==> config.mk <==
export PLATFORM = sky130hd
export DESIGN_NAME = acc_apb_loader
export DESIGN_NICKNAME = d
export VERILOG_FILES = /design/src/rtl/acc_pkg.sv /design/src/rtl/acc_apb_wr.sv /design/src/rtl/acc_apb_loader.sv
export SDC_FILE = /design/constraint.sdc
export NUM_CORES = 1
export LEC_CHECK = 0
export ABC_AREA = 1
export CAP_MARGIN = 40
export CORE_ASPECT_RATIO = 2
export CORE_MARGIN = 5
export CORE_UTILIZATION = 46
export CTS_CLUSTER_DIAMETER = 40
export DETAILED_ROUTE_END_ITERATION = 16
export PLACE_DENSITY = 0.8
export SLEW_MARGIN = 0
export SYNTH_ARGS = -nofsm -noshare
export SYNTH_HDL_FRONTEND = slang
export SYNTH_SLANG_ARGS = --single-unit
==> constraint.sdc <==
create_clock -name HCLK -period 2 [get_ports HCLK]
set_input_delay 0.4 -clock HCLK [delete_from_list [all_inputs] [get_ports HCLK]]
set_output_delay 0.4 -clock HCLK [all_outputs]
set_load 0.03 [all_outputs]
==> src/rtl/acc_pkg.sv <==
// Shared constants and state encodings for the acc_top APB loader.
package acc_pkg;

  localparam logic [12:0] ACC_EN_ADDR     = 13'd0;
  localparam logic [12:0] ACC_LOAD_A_ADDR = 13'd1;
  localparam logic [12:0] ACC_LOAD_X_ADDR = 13'd2;

  localparam logic [31:0] ACC_EN_VALUE  = 32'd1;
  localparam logic [31:0] ACC_END_VALUE = 32'd0;

  typedef enum logic [3:0] {
    LD_IDLE,
    LD_EN_SETUP,
    LD_EN_ACCESS,
    LD_A_WAIT,
    LD_A_SETUP,
    LD_A_ACCESS,
    LD_X_WAIT,
    LD_X_SETUP,
    LD_X_ACCESS,
    LD_FIN
  } ld_state_e;

  typedef enum logic [1:0] {
    WR_IDLE,
    WR_SETUP,
    WR_ACCESS
  } wr_state_e;

endpackage

==> src/rtl/acc_apb_wr.sv <==
// Single-transfer APB write engine: one req launches SETUP then ACCESS,
// cpl/cpl_err pulse in the cycle PREADY completes the transfer.
module acc_apb_wr #(
  parameter int unsigned ADDR_W = 13
) (
  input  logic              HCLK,
  input  logic              HRESET,
  input  logic              req,
  input  logic [ADDR_W-1:0] addr,
  input  logic [31:0]       data,
  output logic              cpl,
  output logic              cpl_err,
  output logic [ADDR_W-1:0] PADDR,
  output logic [31:0]       PWDATA,
  output logic              PWRITE,
  output logic              PSEL,
  output logic              PENABLE,
  input  logic              PREADY,
  input  logic              PSLVERR
);
  import acc_pkg::*;

  wr_state_e state, state_nxt;

  // Phase register.
  always_ff @(posedge HCLK or posedge HRESET) begin
    if (HRESET) state <= WR_IDLE;
    else        state <= state_nxt;
  end

  // Address/data captured at launch and held through ACCESS wait states.
  always_ff @(posedge HCLK or posedge HRESET) begin
    if (HRESET) begin
      PADDR  <= '0;
      PWDATA <= '0;
    end else if (req && state == WR_IDLE) begin
      PADDR  <= addr;
      PWDATA <= data;
    end
  end

  // Next phase: SETUP is always one cycle, ACCESS lasts until PREADY.
  always_comb begin
    state_nxt = state;
    unique case (state)
      WR_IDLE:   if (req) state_nxt = WR_SETUP;
      WR_SETUP:  state_nxt = WR_ACCESS;
      WR_ACCESS: if (PREADY) state_nxt = WR_IDLE;
      default:   state_nxt = WR_IDLE;
    endcase
  end

  assign PSEL    = (state != WR_IDLE);
  assign PENABLE = (state == WR_ACCESS);
  assign PWRITE  = PSEL;
  assign cpl     = (state == WR_ACCESS) && PREADY;
  assign cpl_err = cpl && PSLVERR;

endmodule

==> src/rtl/acc_apb_loader.sv <==
// APB master front end for acc_top: per job, one enable write followed by
// A_WORDS coefficient writes and X_WORDS input writes taken from a stream.
module acc_apb_loader #(
  parameter int unsigned A_WORDS = 9,
  parameter int unsigned X_WORDS = 784,
  parameter int unsigned ADDR_W  = 13
) (
  input  logic              HCLK,
  input  logic              HRESET,
  input  logic              start,
  output logic              busy,
  output logic              done,
  output logic              err,
  input  logic              s_valid,
  output logic              s_ready,
  input  logic [31:0]       s_data,
  output logic [ADDR_W-1:0] PADDR,
  output logic [31:0]       PWDATA,
  output logic              PWRITE,
  output logic              PSEL,
  output logic              PENABLE,
  input  logic              PREADY,
  input  logic              PSLVERR
);
  import acc_pkg::*;

  localparam int unsigned CNT_W = $clog2(X_WORDS + 1);
  localparam logic [CNT_W-1:0] A_LAST = CNT_W'(A_WORDS - 1);
  localparam logic [CNT_W-1:0] X_LAST = CNT_W'(X_WORDS - 1);

  ld_state_e         state, state_nxt;
  logic [CNT_W-1:0]  cnt, cnt_nxt;
  logic              err_nxt;
  logic              wr_req;
  logic [ADDR_W-1:0] wr_addr;
  logic [31:0]       wr_data;
  logic              wr_cpl;
  logic              wr_cpl_err;

  acc_apb_wr #(
    .ADDR_W (ADDR_W)
  ) u_wr (
    .HCLK    (HCLK),
    .HRESET  (HRESET),
    .req     (wr_req),
    .addr    (wr_addr),
    .data    (wr_data),
    .cpl     (wr_cpl),
    .cpl_err (wr_cpl_err),
    .PADDR   (PADDR),
    .PWDATA  (PWDATA),
    .PWRITE  (PWRITE),
    .PSEL    (PSEL),
    .PENABLE (PENABLE),
    .PREADY  (PREADY),
    .PSLVERR (PSLVERR)
  );

  // Loader state, word counter and sticky error flag.
  always_ff @(posedge HCLK or posedge HRESET) begin
    if (HRESET) begin
      state <= LD_IDLE;
      cnt   <= '0;
      err   <= 1'b0;
    end else begin
      state <= state_nxt;
      cnt   <= cnt_nxt;
      err   <= err_nxt;
    end
  end

  // Sequencing: the engine is launched on the transition into each SETUP
  // state, so loader SETUP/ACCESS states track the engine phases exactly.
  always_comb begin
    state_nxt = state;
    cnt_nxt   = cnt;
    err_nxt   = err;
    wr_req    = 1'b0;
    wr_addr   = '0;
    wr_data   = '0;
    unique case (state)
      LD_IDLE: begin
        if (start) begin
          state_nxt = LD_EN_SETUP;
          err_nxt   = 1'b0;
          cnt_nxt   = '0;
          wr_req    = 1'b1;
          wr_addr   = ADDR_W'(ACC_EN_ADDR);
          wr_data   = ACC_EN_VALUE;
        end
      end
      LD_EN_SETUP: state_nxt = LD_EN_ACCESS;
      LD_EN_ACCESS: begin
        if (wr_cpl_err) begin
          err_nxt   = 1'b1;
          state_nxt = LD_FIN;
        end else if (wr_cpl) begin
          state_nxt = LD_A_WAIT;
        end
      end
      LD_A_WAIT: begin
        if (s_valid) begin
          wr_req    = 1'b1;
          wr_addr   = ADDR_W'(ACC_LOAD_A_ADDR);
          wr_data   = s_data;
          state_nxt = LD_A_SETUP;
        end
      end
      LD_A_SETUP: state_nxt = LD_A_ACCESS;
      LD_A_ACCESS: begin
        if (wr_cpl_err) begin
          err_nxt   = 1'b1;
          state_nxt = LD_FIN;
        end else if (wr_cpl) begin
          if (cnt == A_LAST) begin
            cnt_nxt   = '0;
            state_nxt = LD_X_WAIT;
          end else begin
            cnt_nxt   = cnt + CNT_W'(1);
            state_nxt = LD_A_WAIT;
          end
        end
      end
      LD_X_WAIT: begin
        if (s_valid) begin
          wr_req    = 1'b1;
          wr_addr   = ADDR_W'(ACC_LOAD_X_ADDR);
          wr_data   = s_data;
          state_nxt = LD_X_SETUP;
        end
      end
      LD_X_SETUP: state_nxt = LD_X_ACCESS;
      LD_X_ACCESS: begin
        if (wr_cpl_err) begin
          err_nxt   = 1'b1;
          state_nxt = LD_FIN;
        end else if (wr_cpl) begin
          if (cnt == X_LAST) begin
            state_nxt = LD_FIN;
          end else begin
            cnt_nxt   = cnt + CNT_W'(1);
            state_nxt = LD_X_WAIT;
          end
        end
      end
      LD_FIN:  state_nxt = LD_IDLE;
      default: state_nxt = LD_IDLE;
    endcase
  end

  assign busy    = (state != LD_IDLE);
  assign done    = (state == LD_FIN);
  assign s_ready = (state == LD_A_WAIT) || (state == LD_X_WAIT);

endmodule

==> results of run 1 <==
[layout make-up]
type,count,area [µm²],share of cell area (%)
inverters,65,244,6.52
well taps,63,78.8,2.11
clock buffers,7,153,4.08
repair buffers,87,857,22.9
clock inverters,1,7.51,0.201
multi-input cells,236,1130,30.1
flip-flops and latches,51,1280,34.1
[logic make-up (layout without fill, tap and decap cells)]
| family | after synthesis | count (layout) | share of synthesized area (%) |
|---|---|---|---|
| compound gates | 49 | 49 | 9.91 |
| simple gates | 170 | 170 | 27.1 |
| other cells | 1 | 11 | 0.136 |
| flops | 51 | 51 | 46.2 |
| xor+xnor | 4 | 4 | 1.27 |
| fa+ha+maj | 2 | 2 | 0.905 |
| buf+inv | 86 | 160 | 14.6 |
[worst min-delay path, cell delays in order]
cell and delay (ps):
clkdlybuf4s50_1 410, inv_2 70, buf_12 250
[power by group through the flow]
stage	clock [mW]	sequential (mW)	combinational, mW
CTS	0.919	1.58	2.86
floorplan	0	2.14	1.29
global route	0.961	1.63	3.07
detailed placement	0	1.59	2.86
finish	0.908	1.58	2.83
global placement	0	1.59	2.83
[worst paths after layout]
kind,from,end,slack [ps],depth (start not counted)
min reg2reg,u_wr.PWDATA[1]$_DFFE_PP0P_,u_wr.PWDATA[1]$_DFFE_PP0P_,490,2
max,u_wr.state[0]$_DFFE_PP0P_,PWRITE,110,3
min in group HCLK,u_wr.PWDATA[1]$_DFFE_PP0P_,u_wr.PWDATA[1]$_DFFE_PP0P_,490,2
min,HRESET,u_wr.PWDATA[6]$_DFFE_PP0P_,460,3
max in group asynchronous,HRESET,u_wr.PWDATA[15]$_DFFE_PP0P_,1300,3
max reg2reg,cnt[1]$_DFFE_PP0P_,cnt[1]$_DFFE_PP0P_,290,8
[layer usage]
| metal | vias to the layer above | share of wire [%] |
|---|---|---|
| met1 | 1186 | 33 |
| met5 | - | 0 |
| met3 | 23 | 5.7 |
| met2 | 85 | 57 |
| met4 | 0 | 4.1 |
| li1 | 1258 | - |
[through the flow]
| stage | area [µm²] | hold slack (ps) |
|---|---|---|
| 3_3_place_gp | 3580 | 465 |
| 2_1_floorplan | 2800 | 499 |
| 6_report | 3740 | 462 |
| 4_1_cts | 3740 | 478 |
| 3_5_place_dp | 3580 | 477 |
| 5_1_grt | 3740 | 490 |
[sequential cells by signal (all words and copies together) (netlist names)]
name         count
u_wr.PADDR       2
state            4
err              1
u_wr.PWDATA     32
cnt             10
u_wr.state       2
[cells in the mapped netlist]
cell	number	share of area, %
conb_1	1	0.14
buf_4	12	3.3
nand2_2	4	0.90
a21boi_0	1	0.27
nand2_1	110	15
clkbuf_1	1	0.14
o21ai_1	30	5.4
o21ai_0	9	1.6
nand3_2	3	1.1
o211ai_1	3	0.81
xor2_1	4	1.3
buf_6	4	1.6
nand4_1	4	0.90
o21ai_2	5	1.6
nand3b_1	2	0.54
a21oi_1	1	0.18
nand3_4	1	0.63
nand2_4	2	0.81
dfrtp_1	51	46
inv_2	3	0.41
nor2_1	18	2.4
nor2_2	2	0.45
inv_1	62	8.4
buf_2	4	0.72
nor3_1	1	0.18
ha_1	2	0.90
nand3_1	23	4.2
[timing repair]
item                       4_1_cts  5_1_grt
setup endpoints to repair        1        2
resized for setup                1        2
setup buffers                    0        0
==> out/results.txt, run 1 <==
The tools report the nature of the critical path startpoint as a flip-flop. Once the floorplan was initialized, standard cells occupied 46.4% of the core. The signal on the critical path passes through nor2_1 -> inv_1 -> clkdlybuf4s50_1. Yosys printed 0 warnings.

The total of buffers placed on input and output ports was 78. The number of placed cells counting well taps was 502. The tools report the count of different cell masters after synthesis as 27.

For the via count of the first global-routing pass, the log shows 2572. The total count of max-transition violations in the final report was 0; the DRC violation count after routing was 0. In this run the worst path has a maximum fanout of 3. In the finished design, the share of the clock period the worst path needs comes to 94.6%. The largest single stage delay on the critical path is 590 ps. In the global route stage, met3 resource usage came out at 5.24%.

For met2 alone, demand over resource in global routing was 33.5%. OpenSTA, run right after detailed placement, puts the worst setup slack at 220 ps. The critical path contains buffers and inverters numbering 2 combined. The flow ran to the end, and the final reports show no timing, DRC or antenna violations. Fill cells in the final layout number 565. The power density relative to cell area was 1420 nW/µm²; the synthesis-stage register bit count was 51. The min-delay analysis places its worst path in the category input pin to async pin.

The critical path arrival is 1490 ps. The logs give 5350 µm for the half-perimeter wire length after placement and 0 for the antenna diode instance count. Among cell families on the critical path, the largest total delay comes from buffers and inverters.

The run gives 5 as the number of buffers inserted during clock tree synthesis. Synthesis produced a netlist whose cell count is 363. The tools report the global-route wire length before repair as 11400 µm.

The data required time at the worst endpoint was 1600 ps; the overflow left after global routing was 0. The clock reaches the later pin of the worst-skew pair after 290 ps. Clock-pin slew was measured on the worst setup and hold paths at 60 ps. The die covers 7760 µm². After the last flow step, the layout net total stands at 486. Via-per-instance ratio: 5.00.

Setup repair after global routing left no endpoint under its margin. TritonCTS built the clock tree. The part of the total power dissipated in sequential elements came out at 29.8%.

The floorplan has 40 rows. In this run the number of H-tree levels came out at 2. The clock network burns 17.1% of the power. The final layout contains routed wiring with a total length of 6870 µm. The height of the die came out at 120 µm. The worst setup path is captured at an output port.

The most used routing layer in global routing is met2. Setup violations remaining at the end of the flow were counted as 0. The final core utilization is 62.8%. The first detailed-routing pass ran for 4 iterations. In this run the remaining antenna-violating nets after routing total 0.

The tools report the internal power consumption as 2.96 mW. The sequential element share of the synthesized area was 46.2%; the post-layout minimum cycle time was 1890 ps. The switching fraction of total power is 44.4%, and the number of endpoints with negative hold slack in the final report is 0.

Across the routed clock network, the largest skew measured is 4.99 ps. The run gives 0 as the initial antenna violation count. For the post-route non-filler standard cell count, the log shows 510. The tools report the count of vias placed by the detailed router as 2552.

For this design the top-level I/O count stands at 90. The maximum resistive drop on vdd was 942 µV. Leaving out fill and tap cells, the most frequent cell in the layout is nand2_1.

The total clock sinks was 51; the DRC marker count from the first detailed-route iteration was 150. Static timing analysis puts the maximum clock frequency at 529 MHz. After detailed routing, the average wire length per cell comes to 13.5 µm. A synthesized cell averages 7.62 µm². In the global route stage, overall resource usage came out at 18.7%. Relative to the synthesized area, the layout overhead comes to 35.3%. The summed negative setup slack over all endpoints is 0 ps, and the global-route met1 utilization is 18.8%. Buffers inserted to repair hold after CTS numbered 0. The congestion estimate from routability-driven global placement came to 0.869. Counting along the longest clock path gives a buffer depth of 2. Entering global routing, the biggest net connects 52 pins. After synthesis the cells add up to 2770 µm². In this run the static leakage power is 1.98 nW. The critical path in this run is classified as flip-flop to output port.

The share of final-layout standard cells stronger than drive strength 1 works out to 9.17%. The slowest stage of the critical path belongs to the cell clkdlybuf4s50_1. The tool flagged a number of max-cap violations equal to 0. The tools report the switching power of the nets as 2.36 mW.

The final worst setup slack is 108 ps, and the combinational power share is 53.2%. Summing internal, switching and leakage power gives 5.32 mW. The die is 64.8 µm wide. The cell sitting at the root of the clock tree is a clkbuf_16. The top cell types in the final layout, fill and taps aside, are nand2_1 (110), clkdlybuf4s50_1 (74), inv_1 (61).

Standard cell core area: 5960 µm².
(Power assumes the default switching activity.)
==> run 2, diff against run 1 <==
--- a/config.mk
+++ b/config.mk
@@ -13,6 +13,7 @@
 export CTS_CLUSTER_DIAMETER = 40
 export DETAILED_ROUTE_END_ITERATION = 16
 export PLACE_DENSITY = 0.8
+export SETUP_SLACK_MARGIN = 0.1
 export SLEW_MARGIN = 0
 export SYNTH_ARGS = -nofsm -noshare
 export SYNTH_HDL_FRONTEND = slang
==> run 2 against run 1 <==
Compared with the run above: die area is the same; non-clock buffer count is the same; clock-buffer cell count is the same; fmax grew 2.9%; worst setup slack gained 54 ps; final cell count is the same; combinational power is essentially flat; clock skew is essentially flat; routed wire length is the same; global-route usage is the same; critical path depth grew 1; highest routed layer unchanged.
==> out/results.txt, run 2 (synthesis results as in run 1) <==
The die covers 7760 µm². Before antenna repair, the detailed router went through 4 iterations. The standard cell core area was 5960 µm².

The worst hold path class was input pin to async pin. Type of element capturing the critical path: an output port. The worst flop-to-flop path startpoint is cnt[1]$_DFFE_PP0P_. Subtracting the final worst setup slack from the clock period gives 1840 ps. Cells with a size suffix above 1 make up 9.40% of the layout.

The DRC violation count after routing was 0. The width of the chip works out to 64.8 µm. The internal portion of the total power is 2.93 mW.

By startpoint and endpoint, the worst setup path is classified as flip-flop to output port. 0 antenna diodes ended up in the layout. The total of buffers placed on input and output ports is 78, and the final core utilization is 62.7%. Registers are responsible for 29.9% of the overall power. The flow ran to the end, and the final reports show no timing, DRC or antenna violations.

For the row count, the log shows 40. The multi-input combinational cells in the finished layout cover a total of 1130 µm². Measured along the y axis, the die boundary spans 120 µm. The final period utilization is 91.9%, and the flip-flop and latch area is 1280 µm². After clock tree synthesis, the setup repair step added 0 buffers. End of the worst register-to-register path: cnt[1]$_DFFE_PP0P_.

For this design the static power due to leakage is 1.97 nW. The run gives 4.73 ps as the clock skew after layout. Once the floorplan was initialized, standard cells occupied 46.4% of the core. The H-tree was split into 2 levels. The library cells used most frequently in the layout, excluding fill and tap cells, are nand2_1 (110), clkdlybuf4s50_1 (72), inv_1 (61). In this run the power spent charging and discharging nets is 2.36 mW. TritonCTS built the clock tree.

The buffer type at the clock tree root was clkbuf_16. Overall routing resource usage: 18.7%. Leaving out filler cells and counting taps, the final layout contains 510. Across the VDD grid, the largest voltage drop is 942 µV.

For the fmax, the log shows 544 MHz. The global-route wire length before repair was 11400 µm; the count of vias placed by the detailed router was 2551. The count of filler cells inserted in the layout was 566. The worst register-to-register path has a setup slack of 300 ps.

Setup repair after global routing left no endpoint under its margin. The combinational power share is 52.9%. The largest registers in the layout are u_wr.PWDATA: 32 flops, cnt: 10 flops, state: 4 flops. In the final routed layout, each cell accounts on average for 13.5 µm.

Along the worst path, the maximum fanout reaches 5. The number of buffers inserted during clock tree synthesis is 5, and the maximum clock insertion buffer count is 2. In this run the power density over the cells is 1420 nW/µm². The total clock sinks came out at 51. The total count of max-transition violations in the final report was 0; the overall power consumption was 5.29 mW. The tool flagged a number of max-cap violations equal to 0. The cts-stage hold buffer count is 0, and the number of endpoints with negative hold slack in the final report is 0.

The critical path arrival was 1440 ps; the worst-case reg-to-reg path depth was 8. The share of total power dissipated in the clock network is 17.2%. The run gives 290 ps as the source-to-sink clock delay at the later pin of the worst-skew pair. The worst setup path is launched from a flip-flop. After detailed routing, the total wire length is 6870 µm. The initial antenna violation count came out at 0. Hold timing on the final database bottoms out at a slack of 469 ps. Detailed placement finished with a half-perimeter wire length of 5350 µm. The run gives 0 as the final number of setup-violating endpoints. The detail route stage leaves a number of antenna-violating nets equal to 0. The count of nets after finishing was 486; the switching fraction of total power was 44.7%.

Dividing the detail-routed via count by the number of cells gives 5.00. For this block, the initial DRC count from the detailed router was 151. The summed negative setup slack over all endpoints was 0 ps. 90 I/O pins were placed. After detailed placement, the design holds a cell count of 502. The register with the most flip-flops in the layout has 32 of them. Via count of the first global-routing pass: 2572. Compared with the post-synthesis result, the final layout area differs by 35.0%. The overflow left after global routing is 0. The library cell used most frequently in the layout, excluding fill and tap cells, is nand2_1. More flip-flops sit in one register than any other, and that register is u_wr.PWDATA.

Entering global routing, the biggest net connects 52 pins. The data required time at the worst endpoint is 1600 ps, and the clock input transition at the sequential cells of the worst setup and hold paths is 70 ps. For the final weighted congestion in routability-driven placement, the log shows 0.869.
## run 2: changes by cell type in the layout (fill, tap and decap cells not counted), sizes merged
| cell | previous run | this run |
|---|---|---|
| clkbuf | 7 | 8 |
| clkdlybuf4s50 | 74 | 72 |
| dlygate4sd2 | 1 | 3 |
| dlymetal6s2s | 1 | 0 |
## run 2: timing repair
action / 4_1_cts / 5_1_grt
endpoints found under the setup margin: 5 / 1
pin swaps: 0 / 0
cloned: 0 / 0
resized for setup: 5 / 2
## run 2: worst max path at each step
stage,start,end,slack (ps)
after global routing,state[3]$_DFFE_PP0P_,s_ready,100
after floorplan,u_wr.state[0]$_DFFE_PP0P_,cnt[5]$_DFFE_PP0P_,260
after global placement,state[0]$_DFFE_PP0P_,busy,240
final,state[3]$_DFFE_PP0P_,s_ready,160
after CTS,state[0]$_DFFE_PP0P_,busy,160
after detailed placement,PREADY,cnt[2]$_DFFE_PP0P_,220
## run 2: routing by layer
layer	share of wire (%)	global-route usage (%)
met1	33	18.8
met2	57	33.5
met3	5.8	5.24
met4	4.0	10.5
met5	0	0
## run 2: power groups by stage
stage | combinational, mW | clock, mW | sequential [mW]
final | 2.80 | 0.908 | 1.58
after global routing | 3.04 | 0.961 | 1.63
after CTS | 2.84 | 0.919 | 1.59
after detailed placement | 2.86 | 0 | 1.59
after global placement | 2.83 | 0 | 1.59
after floorplan | 1.29 | 0 | 2.14
## run 2: layout make-up
class	count	share of cell area, %
Inverter	65	6.54
Multi-Input combinational cell	236	30.2
Clock buffer	7	4.09
Sequential cell	51	34.2
Timing Repair Buffer	87	22.7
Tap cell	63	2.11
Clock inverter	1	0.201
## run 2: metrics by stage
| stage | setup WS [ps] | area [µm²] |
|---|---|---|
| final | 162 | 3730 |
| after global routing | 103 | 3730 |
| after CTS | 159 | 3740 |
| after detailed placement | 220 | 3580 |
| after global placement | 239 | 3580 |
| after floorplan | 265 | 2800 |
## run 2: critical path, stage by stage, from the launching register on
cell     delay, ps
dfrtp_1        450
nor2_2         240
nand3_2        150
nand2_4        130
buf_4          170
